--- src/rtl/sram_port_arbiter_if.sv ---
// Pipeline-side and bus-side signals of the SRAM port arbiter.
// slave is the arbiter's view; master is the core/memory environment's view.
interface sram_port_arbiter_if #(
  parameter int unsigned ADDR_W = 32,
  parameter int unsigned DATA_W = 32
);
  logic                  inst_en;
  logic [ADDR_W-1:0]     inst_addr;
  logic [DATA_W-1:0]     inst_rdata;
  logic                  i_stall;
  logic                  data_en;
  logic [DATA_W/8-1:0]   data_wen;
  logic [ADDR_W-1:0]     data_addr;
  logic [DATA_W-1:0]     data_wdata;
  logic [DATA_W-1:0]     data_rdata;
  logic                  d_stall;
  logic                  ext_stall;
  logic                  flush;
  logic                  bus_req;
  logic                  bus_wr;
  logic [DATA_W/8-1:0]   bus_wstrb;
  logic [ADDR_W-1:0]     bus_addr;
  logic [DATA_W-1:0]     bus_wdata;
  logic                  bus_addr_ok;
  logic                  bus_data_ok;
  logic [DATA_W-1:0]     bus_rdata;

  modport slave (
    input  inst_en, inst_addr, data_en, data_wen, data_addr, data_wdata,
    input  ext_stall, flush, bus_addr_ok, bus_data_ok, bus_rdata,
    output inst_rdata, i_stall, data_rdata, d_stall,
    output bus_req, bus_wr, bus_wstrb, bus_addr, bus_wdata
  );

  modport master (
    output inst_en, inst_addr, data_en, data_wen, data_addr, data_wdata,
    output ext_stall, flush, bus_addr_ok, bus_data_ok, bus_rdata,
    input  inst_rdata, i_stall, data_rdata, d_stall,
    input  bus_req, bus_wr, bus_wstrb, bus_addr, bus_wdata
  );
endinterface

--- src/rtl/sram_port_arbiter.sv ---
// Shares one single-port memory bus between instruction fetch and data access,
// one transaction outstanding, with pipeline stalls and held read data.
module sram_port_arbiter #(
  parameter int unsigned ADDR_W     = 32,
  parameter int unsigned DATA_W     = 32,
  parameter bit          DATA_FIRST = 1'b1
) (
  input logic                clk,
  input logic                rst,
  sram_port_arbiter_if.slave sif
);
  localparam logic [1:0] S_IDLE = 2'd0;
  localparam logic [1:0] S_REQ  = 2'd1;
  localparam logic [1:0] S_WAIT = 2'd2;

  logic [1:0]          r_state, w_state_d;
  logic                r_sel, r_discard, r_inst_done, r_data_done;
  logic                r_bus_req, r_bus_wr;
  logic [DATA_W/8-1:0] r_bus_wstrb;
  logic [ADDR_W-1:0]   r_bus_addr;
  logic [DATA_W-1:0]   r_bus_wdata, r_inst_rdata, r_data_rdata;

  logic w_inst_pend, w_data_pend, w_advance;
  logic w_resp, w_keep, w_inst_cand, w_data_cand, w_issue, w_pick_data;

  assign w_inst_pend = sif.inst_en & ~r_inst_done;
  assign w_data_pend = sif.data_en & ~r_data_done;
  assign w_advance   = ~w_inst_pend & ~w_data_pend & ~sif.ext_stall;

  assign w_resp = (r_state == S_WAIT) & sif.bus_data_ok;
  assign w_keep = w_resp & ~r_discard;

  // The side completing this cycle is no longer a candidate, so the other side
  // can be captured on the response edge and reach the bus one cycle earlier.
  assign w_inst_cand = w_inst_pend & ~(w_keep & ~r_sel);
  assign w_data_cand = w_data_pend & ~(w_keep & r_sel);
  assign w_issue     = ((r_state == S_IDLE) | w_resp) & ~sif.flush &
                       (w_inst_cand | w_data_cand);
  assign w_pick_data = w_data_cand & (DATA_FIRST | ~w_inst_cand);

  always_comb begin
    w_state_d = r_state;
    unique case (r_state)
      S_IDLE: if (w_issue) w_state_d = S_REQ;
      S_REQ: begin
        if (sif.bus_addr_ok)  w_state_d = S_WAIT;
        else if (sif.flush)   w_state_d = S_IDLE;
      end
      S_WAIT: if (sif.bus_data_ok) w_state_d = w_issue ? S_REQ : S_IDLE;
      default: w_state_d = S_IDLE;
    endcase
  end

  always_ff @(posedge clk or negedge rst) begin
    if (!rst) begin
      r_state      <= S_IDLE;
      r_sel        <= 1'b0;
      r_discard    <= 1'b0;
      r_inst_done  <= 1'b0;
      r_data_done  <= 1'b0;
      r_bus_req    <= 1'b0;
      r_bus_wr     <= 1'b0;
      r_bus_wstrb  <= '0;
      r_bus_addr   <= '0;
      r_bus_wdata  <= '0;
      r_inst_rdata <= '0;
      r_data_rdata <= '0;
    end else begin
      r_state   <= w_state_d;
      r_bus_req <= (w_state_d == S_REQ);

      if (w_issue) begin
        r_sel       <= w_pick_data;
        r_bus_addr  <= w_pick_data ? sif.data_addr : sif.inst_addr;
        r_bus_wr    <= w_pick_data & (|sif.data_wen);
        r_bus_wstrb <= w_pick_data ? sif.data_wen : '0;
        r_bus_wdata <= w_pick_data ? sif.data_wdata : '0;
      end

      // Accepted-then-flushed requests still owe a response, which is swallowed.
      if ((r_state == S_REQ) && sif.bus_addr_ok && sif.flush) begin
        r_discard <= 1'b1;
      end else if (r_state == S_WAIT) begin
        if (sif.bus_data_ok)  r_discard <= 1'b0;
        else if (sif.flush)   r_discard <= 1'b1;
      end

      if (w_keep && !r_sel)              r_inst_rdata <= sif.bus_rdata;
      if (w_keep && r_sel && !r_bus_wr)  r_data_rdata <= sif.bus_rdata;

      if (sif.flush || w_advance) begin
        r_inst_done <= 1'b0;
        r_data_done <= 1'b0;
      end else begin
        if (w_keep && !r_sel) r_inst_done <= 1'b1;
        if (w_keep && r_sel)  r_data_done <= 1'b1;
      end
    end
  end

  assign sif.i_stall    = w_inst_pend;
  assign sif.d_stall    = w_data_pend;
  assign sif.inst_rdata = r_inst_rdata;
  assign sif.data_rdata = r_data_rdata;
  assign sif.bus_req    = r_bus_req;
  assign sif.bus_wr     = r_bus_wr;
  assign sif.bus_wstrb  = r_bus_wstrb;
  assign sif.bus_addr   = r_bus_addr;
  assign sif.bus_wdata  = r_bus_wdata;
endmodule

--- src/flat_wrapper.sv ---
// flat-port wrapper written by rule: the top's interface ports become plain ports
module sram_port_arbiter_flat 
#(
  parameter int unsigned ADDR_W     = 32,
  parameter int unsigned DATA_W     = 32,
  parameter bit          DATA_FIRST = 1'b1
)
  (clk, rst, sif_inst_en, sif_inst_addr, sif_data_en, sif_data_wen, sif_data_addr, sif_data_wdata, sif_ext_stall, sif_flush, sif_bus_addr_ok, sif_bus_data_ok, sif_bus_rdata, sif_inst_rdata, sif_i_stall, sif_data_rdata, sif_d_stall, sif_bus_req, sif_bus_wr, sif_bus_wstrb, sif_bus_addr, sif_bus_wdata);
  sram_port_arbiter_if #(.ADDR_W(ADDR_W), .DATA_W(DATA_W)) sif_i ();
  input logic clk;
  input logic rst;
  input wire logic [$bits(sif_i.inst_en)-1:0] sif_inst_en;
  input wire logic [$bits(sif_i.inst_addr)-1:0] sif_inst_addr;
  input wire logic [$bits(sif_i.data_en)-1:0] sif_data_en;
  input wire logic [$bits(sif_i.data_wen)-1:0] sif_data_wen;
  input wire logic [$bits(sif_i.data_addr)-1:0] sif_data_addr;
  input wire logic [$bits(sif_i.data_wdata)-1:0] sif_data_wdata;
  input wire logic [$bits(sif_i.ext_stall)-1:0] sif_ext_stall;
  input wire logic [$bits(sif_i.flush)-1:0] sif_flush;
  input wire logic [$bits(sif_i.bus_addr_ok)-1:0] sif_bus_addr_ok;
  input wire logic [$bits(sif_i.bus_data_ok)-1:0] sif_bus_data_ok;
  input wire logic [$bits(sif_i.bus_rdata)-1:0] sif_bus_rdata;
  output wire logic [$bits(sif_i.inst_rdata)-1:0] sif_inst_rdata;
  output wire logic [$bits(sif_i.i_stall)-1:0] sif_i_stall;
  output wire logic [$bits(sif_i.data_rdata)-1:0] sif_data_rdata;
  output wire logic [$bits(sif_i.d_stall)-1:0] sif_d_stall;
  output wire logic [$bits(sif_i.bus_req)-1:0] sif_bus_req;
  output wire logic [$bits(sif_i.bus_wr)-1:0] sif_bus_wr;
  output wire logic [$bits(sif_i.bus_wstrb)-1:0] sif_bus_wstrb;
  output wire logic [$bits(sif_i.bus_addr)-1:0] sif_bus_addr;
  output wire logic [$bits(sif_i.bus_wdata)-1:0] sif_bus_wdata;
  assign sif_i.inst_en = sif_inst_en;
  assign sif_i.inst_addr = sif_inst_addr;
  assign sif_i.data_en = sif_data_en;
  assign sif_i.data_wen = sif_data_wen;
  assign sif_i.data_addr = sif_data_addr;
  assign sif_i.data_wdata = sif_data_wdata;
  assign sif_i.ext_stall = sif_ext_stall;
  assign sif_i.flush = sif_flush;
  assign sif_i.bus_addr_ok = sif_bus_addr_ok;
  assign sif_i.bus_data_ok = sif_bus_data_ok;
  assign sif_i.bus_rdata = sif_bus_rdata;
  assign sif_inst_rdata = sif_i.inst_rdata;
  assign sif_i_stall = sif_i.i_stall;
  assign sif_data_rdata = sif_i.data_rdata;
  assign sif_d_stall = sif_i.d_stall;
  assign sif_bus_req = sif_i.bus_req;
  assign sif_bus_wr = sif_i.bus_wr;
  assign sif_bus_wstrb = sif_i.bus_wstrb;
  assign sif_bus_addr = sif_i.bus_addr;
  assign sif_bus_wdata = sif_i.bus_wdata;
  sram_port_arbiter #(.ADDR_W(ADDR_W), .DATA_W(DATA_W), .DATA_FIRST(DATA_FIRST)) u_core (.clk(clk), .rst(rst), .sif(sif_i));
endmodule
--- config.mk ---
export PLATFORM = sky130hd
export DESIGN_NAME = sram_port_arbiter_flat
export DESIGN_NICKNAME = d
export VERILOG_FILES = /design/src/rtl/sram_port_arbiter_if.sv /design/src/rtl/sram_port_arbiter.sv /design/src/flat_wrapper.sv
export SDC_FILE = /design/constraint.sdc
export NUM_CORES = 1
export LEC_CHECK = 0
export BUFFER_PORTS_ARGS = -buffer_cell sky130_fd_sc_hd__buf_2
export CAP_MARGIN = 5
export CORE_MARGIN = 8
export CORE_UTILIZATION = 46
export CTS_BUF_LIST = sky130_fd_sc_hd__clkbuf_16
export CTS_CLUSTER_DIAMETER = 60
export DETAILED_ROUTE_END_ITERATION = 10
export GPL_ROUTABILITY_DRIVEN = 0
export GPL_TIMING_DRIVEN = 0
export PLACE_DENSITY = 0.9
export SLEW_MARGIN = 20
export SYNTH_ARGS = -nofsm -noshare
export SYNTH_HDL_FRONTEND = slang
export SYNTH_SLANG_ARGS = --single-unit
--- constraint.sdc ---
create_clock -name clk -period 2 [get_ports clk]
set_input_delay 0.4 -clock clk [delete_from_list [all_inputs] [get_ports clk]]
set_output_delay 0.4 -clock clk [all_outputs]
set_load 0.02 [all_outputs]
==> tab_implementation.tex, run 1 <==
\begin{tabular}{lr}
\hline
Metric & Value \\
\hline
\multicolumn{2}{l}{\textbf{Outcome}} \\
Status & complete, no violations \\
\multicolumn{2}{l}{\textbf{Route}} \\
Average wire length per cell after detail routing & between 15 and 20 microns \\
Initial DRC count & 163 \\
DRT antenna net count & 0 \\
Remaining routing DRC violations & 0 \\
Router iterations before antenna repair & 4 \\
Vias per Instance & 5.00 \\
Vias post-DR & 4231 \\
Total wire length & 16300 microns \\
\multicolumn{2}{l}{\textbf{STA}} \\
Pin slew with the least headroom to its limit & 0.467 ns \\
Max-slew violation count & 0 \\
Sum Neg Setup Slack & 0 ns \\
Hold\_ws & $\sim$0.21 ns \\
Relative slew slack & 0.688 \\
RSZ-0062 raised after global routing & yes \\
Share of the clock period used by the worst path after layout & 0.967 \\
Clock period minus final worst setup slack & around 1.9 ns \\
Final setup skew & 0.00542 ns \\
Final hold violation count & 0 \\
Worst path setup slack after routing & 0.0662 ns \\
Total setup violations reported at the end of the flow & 0 \\
Highest clock frequency the design can meet & 517 MHz \\
\multicolumn{2}{l}{\textbf{Worst setup path}} \\
Worst-path maximum fanout & 10 \\
Path type of the worst setup path & reg -> reg \\
Critical path capture point type & flip-flop \\
Arrival @ worst endpoint & about 2.2 ns \\
Startpoint Class & flip-flop \\
Critical path's largest stage delay & approximately 0.40 ns \\
Reg-to-reg slack, setup & 0.07 ns \\
Slowest stage cell on the critical path & sky130\_fd\_sc\_hd\_\_dfrtp\_1 \\
Cell class contributing the biggest share of worst-path delay & buffers and inverters \\
Number of buffer and inverter stages on the critical path & 3 \\
Ordered cell list for the critical path & nand4bb\_4, o21ai\_4, buf\_12, o22a\_1, buf\_6, buf\_8, mux2\_1 \\
Required @ worst endpoint & 2.28 ns \\
\multicolumn{2}{l}{\textbf{Synthesis}} \\
Post-Synthesis Cells & 356 \\
Mapped Nets & 496 \\
Post-synthesis cell type count & 31 \\
Leading cell types by total area after synthesis & sky130\_fd\_sc\_hd\_\_dfrtp\_1 (61\%), sky130\_fd\_sc\_hd\_\_mux2\_2 (13\%), sky130\_fd\_sc\_hd\_\_mux2\_4 (7.8\%), sky130\_fd\_sc\_hd\_\_mux2\_1 (6.7\%), sky130\_fd\_sc\_hd\_\_a22o\_1 (5.6\%) \\
Mean area per synthesized cell & about 16 sq um \\
Cell taking the most area after synthesis & sky130\_fd\_sc\_hd\_\_dfrtp\_1 \\
Seq/Total Area, Yosys & 0.610 \\
Area share of the leading cell type in the synthesized netlist & 0.610 \\
Count of state elements after synthesis & 140 \\
Post-synthesis instance area & 5740 sq um \\
Ys Warns & 0 \\
\multicolumn{2}{l}{\textbf{Layout}} \\
Final cell area excluding filler cells & 8090 sq um \\
Share of the core filled with cells in the final layout & 0.651 \\
Number of fill cells & 940 \\
Share of final-layout standard cells stronger than drive strength 1 & 0.642 \\
Synthesis-to-layout area growth & 40.8\% \\
Number of diodes added for antenna fixing & 0 \\
Commonest non-fill, non-tap cell in the layout & sky130\_fd\_sc\_hd\_\_buf\_2 \\
Layout net count & 803 \\
Most frequent cells in the layout & sky130\_fd\_sc\_hd\_\_buf\_2 (283), sky130\_fd\_sc\_hd\_\_dfrtp\_1 (139), sky130\_fd\_sc\_hd\_\_mux2\_2 (64) \\
Final Non-Filler Cells & 846 \\
\multicolumn{2}{l}{\textbf{CTS}} \\
TritonCTS Buffers & 17 \\
Number of levels in the clock H-tree & 4 \\
CTS Root Cell & sky130\_fd\_sc\_hd\_\_clkbuf\_16 \\
Clk\_lat worst skew & 0.41 ns \\
Maximum clock insertion buffer count & 2 \\
CTS tree & yes \\
Count of clock tree sinks & 140 \\
Clock transition at path regs & 0.06 ns \\
\multicolumn{2}{l}{\textbf{Global route}} \\
All-layer global routing usage & 0.200 \\
Largest net degree at the start of global routing & 78 \\
Initial antenna violation count & 0 \\
Global-route wire length before repair & 25400 microns \\
Sum of overflow across all layers after global routing & 0 \\
Via count of the first global-routing pass & 4910 \\
\multicolumn{2}{l}{\textbf{Power and ir drop}} \\
Total power divided by cell area & 1470 nW/um\^{}2 \\
PnR Total Power & roughly 12 mW \\
Worst vdd rail ir drop & roughly 0.00075 V \\
P\_leak & 4.36 nW \\
\multicolumn{2}{l}{\textbf{Floorplan}} \\
Vertical die dimension & between 100 and 150 microns \\
Cell Rows & slightly above 40 \\
Placeable Area & 12400 sq um \\
IO Pins & between 200 and 300 \\
Width of the die & 128 microns \\
Starting density of the core & 0.463 \\
Die Area & approximately 16000 sq um \\
\multicolumn{2}{l}{\textbf{Place}} \\
Post-DP Area & about 7400 sq um \\
Worst slack at placement & -0.248 ns \\
Port Buf Inserts & about 280 \\
Cell Count Post-Placement & about 800 \\
DP Wirelength & 12700 microns \\
\multicolumn{2}{l}{\textbf{Worst hold path}} \\
Hold/Removal Path Class & in -> reg \\
\multicolumn{2}{l}{\textbf{Job}} \\
Number of maximum-capacitance constraint violations & 0 \\
\hline
\end{tabular}
-- final timing paths --
path                                              from                        end  depth (start not counted)
worst min register to register  u_core.sif.bus_addr[6]     u_core.sif.bus_addr[6]                          1
worst min-delay path                 sif_data_wdata[3]    u_core.sif.bus_wdata[3]                          2
worst max-delay path                 u_core.r_state[0]    u_core.sif.bus_addr[11]                          7
worst max register to register       u_core.r_state[0]    u_core.sif.bus_addr[11]                          7
min in group asynchronous                          rst  u_core.sif.data_rdata[18]                          2
max in group asynchronous                          rst          u_core.r_state[1]                          3
-- report_power, final --
| part | leakage, nW | switching, mW | internal [mW] | total [mW] |
|---|---|---|---|---|
| clock network | 0.272 | 1.09 | 1.78 | 2.87 |
| logic | 2.31 | 2.57 | 1.94 | 4.50 |
| registers | 1.78 | 0.610 | 3.92 | 4.53 |
-- cell families after synthesis --
logic type / after synthesis / synth area share
DFF: 140 / 0.610
buffers and inverters: 25 / 0.0307
AOI/OAI and AO/OA: 48 / 0.0706
muxes: 128 / 0.271
and+or+nand+nor: 15 / 0.0181
-- registers in the layout (all words and copies together), names as in the netlist --
register	count
u_core.sif.inst_rdata	32
u_core.sif.data_rdata	32
u_core.r_discard	1
u_core.sif.bus_wstrb	4
u_core.sif.bus_wr	1
u_core.r_sel	1
u_core.sif.bus_wdata	32
u_core.sif.bus_addr	32
u_core.r_data_done	1
u_core.sif.bus_req	1
u_core.r_state	2
u_core.r_inst_done	1
-- layout make-up --
cell class	count	area, sq um	area share
sequential	140	3500	0.433
multi-input combinational	191	2090	0.258
timing repair buffer	288	1520	0.188
clock buffer	17	425	0.0526
tap	172	215	0.0266
buffer	22	211	0.0262
clock inverter	13	113	0.0139
inverter	3	11.3	0.00139
-- routing by layer --
metal  vias up  GRT usage  wire (microns)
met3        34     0.0520             865
met1      2131      0.221            6180
met4         0     0.0937             467
met5         -          0               0
met2       147      0.352            8800
li1       1919          -               -
-- repair_timing --
item                       in CTS  in global routing
pin swaps                       1                  2
setup endpoints to repair      40                 40
resized for setup               9                 10
setup buffers                   3                  8
hold buffers                    1                  0
hold endpoints to repair       63                  0
-- cell usage after synthesis, drive strengths merged --
library cell  count
o22a              1
a21oi             1
nor3              3
o21ba             1
nor2b             2
nand4bb           1
nand3b            1
mux2            128
nand2b            1
dfrtp           140
nand2             1
a22o             37
o21ai             3
inv               3
o41ai             2
clkbuf            1
o211ai            1
a31oi             1
buf              21
a21o              1
or4               1
nor2              4
or3               1
(Power assumes the default switching activity.)
==> run 2: changes to the inputs <==
--- a/config.mk
+++ b/config.mk
@@ -7,8 +7,10 @@
 export LEC_CHECK = 0
 export BUFFER_PORTS_ARGS = -buffer_cell sky130_fd_sc_hd__buf_2
 export CAP_MARGIN = 5
+export CELL_PAD_IN_SITES_DETAIL_PLACEMENT = 0
+export CELL_PAD_IN_SITES_GLOBAL_PLACEMENT = 2
 export CORE_MARGIN = 8
-export CORE_UTILIZATION = 46
+export CORE_UTILIZATION = 30
 export CTS_BUF_LIST = sky130_fd_sc_hd__clkbuf_16
 export CTS_CLUSTER_DIAMETER = 60
 export DETAILED_ROUTE_END_ITERATION = 10
==> run 2 against run 1 <==
Cell area increased by 2.9%. Sequential share of layout area decreased by 1.2 points. Clock-buffer cell count unchanged. Non-clock buffer count decreased by 4. Sequential cell count unchanged. Combinational power increased by 3%. Fmax decreased by 1.9%. Clock power increased by 11%. Critical endpoint is now u_core.sif.bus_addr[10]. Largest power group is now combinational cells.
==> tab_implementation.tex, run 2 (synthesis results as in run 1) <==
\begin{tabular}{lr}
\hline
Metric & Value \\
\hline
\multicolumn{2}{l}{\textbf{CTS}} \\
Count of clock tree sinks & 140 (unchanged) \\
Clock transition at path regs & 0.06 ns (about the same) \\
Number of levels in the clock H-tree & 4 (unchanged) \\
TritonCTS Buffers & 17 (unchanged) \\
CTS tree & yes \\
Clk\_lat worst skew & 0.41 ns (about the same) \\
Maximum clock insertion buffer count & 2 (unchanged) \\
CTS Root Cell & sky130\_fd\_sc\_hd\_\_clkbuf\_16 \\
\multicolumn{2}{l}{\textbf{Floorplan}} \\
Starting density of the core & 0.306 (-0.157) \\
Vertical die dimension & 154 microns (+21\%) \\
Width of the die & 154 microns (+21\%) \\
Die Area & 23800 sq um (+46\%) \\
Placeable Area & 18800 sq um (+51\%) \\
IO Pins & 276 (unchanged) \\
Cell Rows & 50 (+22\%) \\
\multicolumn{2}{l}{\textbf{Worst setup path}} \\
Startpoint Class & flip-flop \\
Worst-path maximum fanout & 7 (-3) \\
Arrival @ worst endpoint & 2.26 ns (+0.04 ns) \\
Path type of the worst setup path & reg -> reg \\
Number of cells traversed by the worst register-to-register path & 7 (unchanged) \\
Critical path capture point type & flip-flop \\
Required @ worst endpoint & 2.29 ns (about the same) \\
\multicolumn{2}{l}{\textbf{Route}} \\
Average wire length per cell after detail routing & 18.6 microns (-3.4\%) \\
Vias post-DR & 4133 (-2.3\%) \\
Vias per Instance & 4.56 (-8.8\%) \\
DRT antenna net count & 0 (unchanged) \\
Initial DRC count & 126 (-23\%) \\
Router iterations before antenna repair & 4 (unchanged) \\
Remaining routing DRC violations & 0 (unchanged) \\
Total wire length & 16900 microns (+3.4\%) \\
\multicolumn{2}{l}{\textbf{STA}} \\
Final hold violation count & 0 (unchanged) \\
Pin slew with the least headroom to its limit & 0.504 ns (+0.0369 ns) \\
Total setup violations reported at the end of the flow & 0 (unchanged) \\
Clock period minus final worst setup slack & 1.97 ns (+0.0383 ns) \\
Share of the clock period used by the worst path after layout & 0.986 (+0.0192) \\
Highest clock frequency the design can meet & 507 MHz (-1.9\%) \\
RSZ-0062 raised after global routing & yes \\
Hold\_ws & 0.206 ns (-0.00891 ns) \\
Max-slew violation count & 0 (unchanged) \\
Sum Neg Setup Slack & 0 ns (unchanged) \\
Final setup skew & 0.00997 ns (+0.00456 ns) \\
Relative slew slack & 0.664 (-0.0246) \\
\multicolumn{2}{l}{\textbf{Power and ir drop}} \\
Total power divided by cell area & 1480 nW/um\^{}2 (+0.77\%) \\
Portion of total power attributed to combinational logic & 0.377 (about the same) \\
P\_leak & 4.46 nW (+2.3\%) \\
Net switching power figure & 4.39 mW (+3.0\%) \\
Internal Power & 7.94 mW (+4.0\%) \\
Sequential share of power & 0.365 (-0.015) \\
PnR Total Power & 12.3 mW (+3.7\%) \\
Switching share of power & 0.356 (-0.00214) \\
Clock network fraction of design power & 0.258 (+0.017) \\
Worst vdd rail ir drop & 0.000581 V (-23\%) \\
\multicolumn{2}{l}{\textbf{Outcome}} \\
Status & complete, no violations \\
\multicolumn{2}{l}{\textbf{Job}} \\
Number of maximum-capacitance constraint violations & 0 (unchanged) \\
\multicolumn{2}{l}{\textbf{Global route}} \\
Via count of the first global-routing pass & 4699 (-4.3\%) \\
All-layer global routing usage & 0.139 (-0.0606) \\
Global-route wire length before repair & 26100 microns (+2.6\%) \\
Largest net degree at the start of global routing & 77 (-1.3\%) \\
Sum of overflow across all layers after global routing & 0 (unchanged) \\
Initial antenna violation count & 0 (unchanged) \\
\multicolumn{2}{l}{\textbf{Layout}} \\
Commonest non-fill, non-tap cell in the layout & sky130\_fd\_sc\_hd\_\_buf\_2 \\
Share of final-layout standard cells stronger than drive strength 1 & 0.670 (+0.0272) \\
Most frequent cells in the layout & sky130\_fd\_sc\_hd\_\_buf\_2 (282), sky130\_fd\_sc\_hd\_\_dfrtp\_1 (140), sky130\_fd\_sc\_hd\_\_mux2\_2 (64) \\
Layout net count & 799 (-0.50\%) \\
Number of diodes added for antenna fixing & 0 (unchanged) \\
Synthesis-to-layout area growth & 44.8\% \\
\multicolumn{2}{l}{\textbf{Place}} \\
Port Buf Inserts & 275 (unchanged) \\
DP Wirelength & 12900 microns (+1.7\%) \\
\multicolumn{2}{l}{\textbf{Worst hold path}} \\
Hold/Removal Path Class & in -> reg \\
Worst Hold Path Cells & 2 (unchanged) \\
\hline
\end{tabular}
-- run 2: changes by cell type in the layout (fill, tap and decap cells not counted), moves of 3 or more --
| cell | previous run | this run |
|---|---|---|
| sky130_fd_sc_hd__clkinv_1 | 4 | 0 |
| sky130_fd_sc_hd__clkbuf_16 | 17 | 20 |
| sky130_fd_sc_hd__buf_4 | 11 | 4 |
| sky130_fd_sc_hd__mux2_1 | 32 | 19 |
| sky130_fd_sc_hd__mux2_4 | 32 | 45 |
-- run 2: layer usage --
layer  vias up  GRT usage  part of all wire
met5         -          0                 0
met4         0     0.0499             0.018
met3        17     0.0493             0.062
met2       131      0.241              0.51
li1       1910          -                 -
met1      2075      0.156              0.41
-- run 2: critical path, cell delays in order, from the launching register on --
cell and delay [ns]:
sky130_fd_sc_hd__dfrtp_1 0.41, sky130_fd_sc_hd__nand4bb_4 0.30, sky130_fd_sc_hd__o21ai_4 0.19, sky130_fd_sc_hd__buf_12 0.15, sky130_fd_sc_hd__o22a_4 0.18, sky130_fd_sc_hd__buf_12 0.14, sky130_fd_sc_hd__clkbuf_16 0.15, sky130_fd_sc_hd__mux2_1 0.32
-- run 2: what timing repair did --
action,4_1_cts,5_1_grt
setup endpoints to repair,39,50
gates cloned,0,3
endpoints found under the hold margin,64,0
hold buffers,1,0
setup buffers,1,3
pin swaps,1,3
gates resized for setup,11,26
-- run 2: area by class of cell --
class	count	area, sq um
Clock inverter	15	173
Buffer	22	226
Sequential cell	140	3500
Inverter	3	11.3
Multi-Input combinational cell	191	2140
Fill cell	1732	10500
Timing Repair Buffer	284	1540
Clock buffer	17	425
Tap cell	234	293
-- run 2: power groups by stage --
stage / clock (mW) / combinational (mW) / sequential (mW)
after floorplan: 0 / 1.35 / 5.81
after global placement: 0 / 4.37 / 4.47
after detailed placement: 0 / 4.45 / 4.51
after CTS: 3.28 / 4.48 / 4.50
after global routing: 3.40 / 4.93 / 4.65
final: 3.19 / 4.65 / 4.50
-- run 2: through the flow --
| step | setup WS (ns) | instance area, sq um | utilization | cells |
|---|---|---|---|---|
| after floorplan | 0.0430 | 5740 | - | 356 |
| after global placement | -1.36 | 7410 | 0.395 | 865 |
| after detailed placement | -0.236 | 7450 | 0.397 | 866 |
| after CTS | 0.0102 | 8120 | 0.433 | 900 |
| after global routing | -0.0525 | 8320 | 0.443 | 906 |
| final | 0.0278 | 8320 | 0.443 | 906 |
-- run 2: final timing paths --
check	from	endpoint	slack, ns
worst min-delay path	sif_bus_addr_ok	u_core.r_state[0]	0.21
worst max register to register	u_core.r_state[0]	u_core.sif.bus_addr[10]	0.03
max in group asynchronous	rst	u_core.sif.inst_rdata[1]	0.73
min in group asynchronous	rst	u_core.sif.bus_addr[7]	0.51
worst max-delay path	u_core.r_state[0]	u_core.sif.bus_addr[10]	0.03
worst min register to register	u_core.sif.bus_addr[21]	u_core.sif.bus_addr[21]	0.49
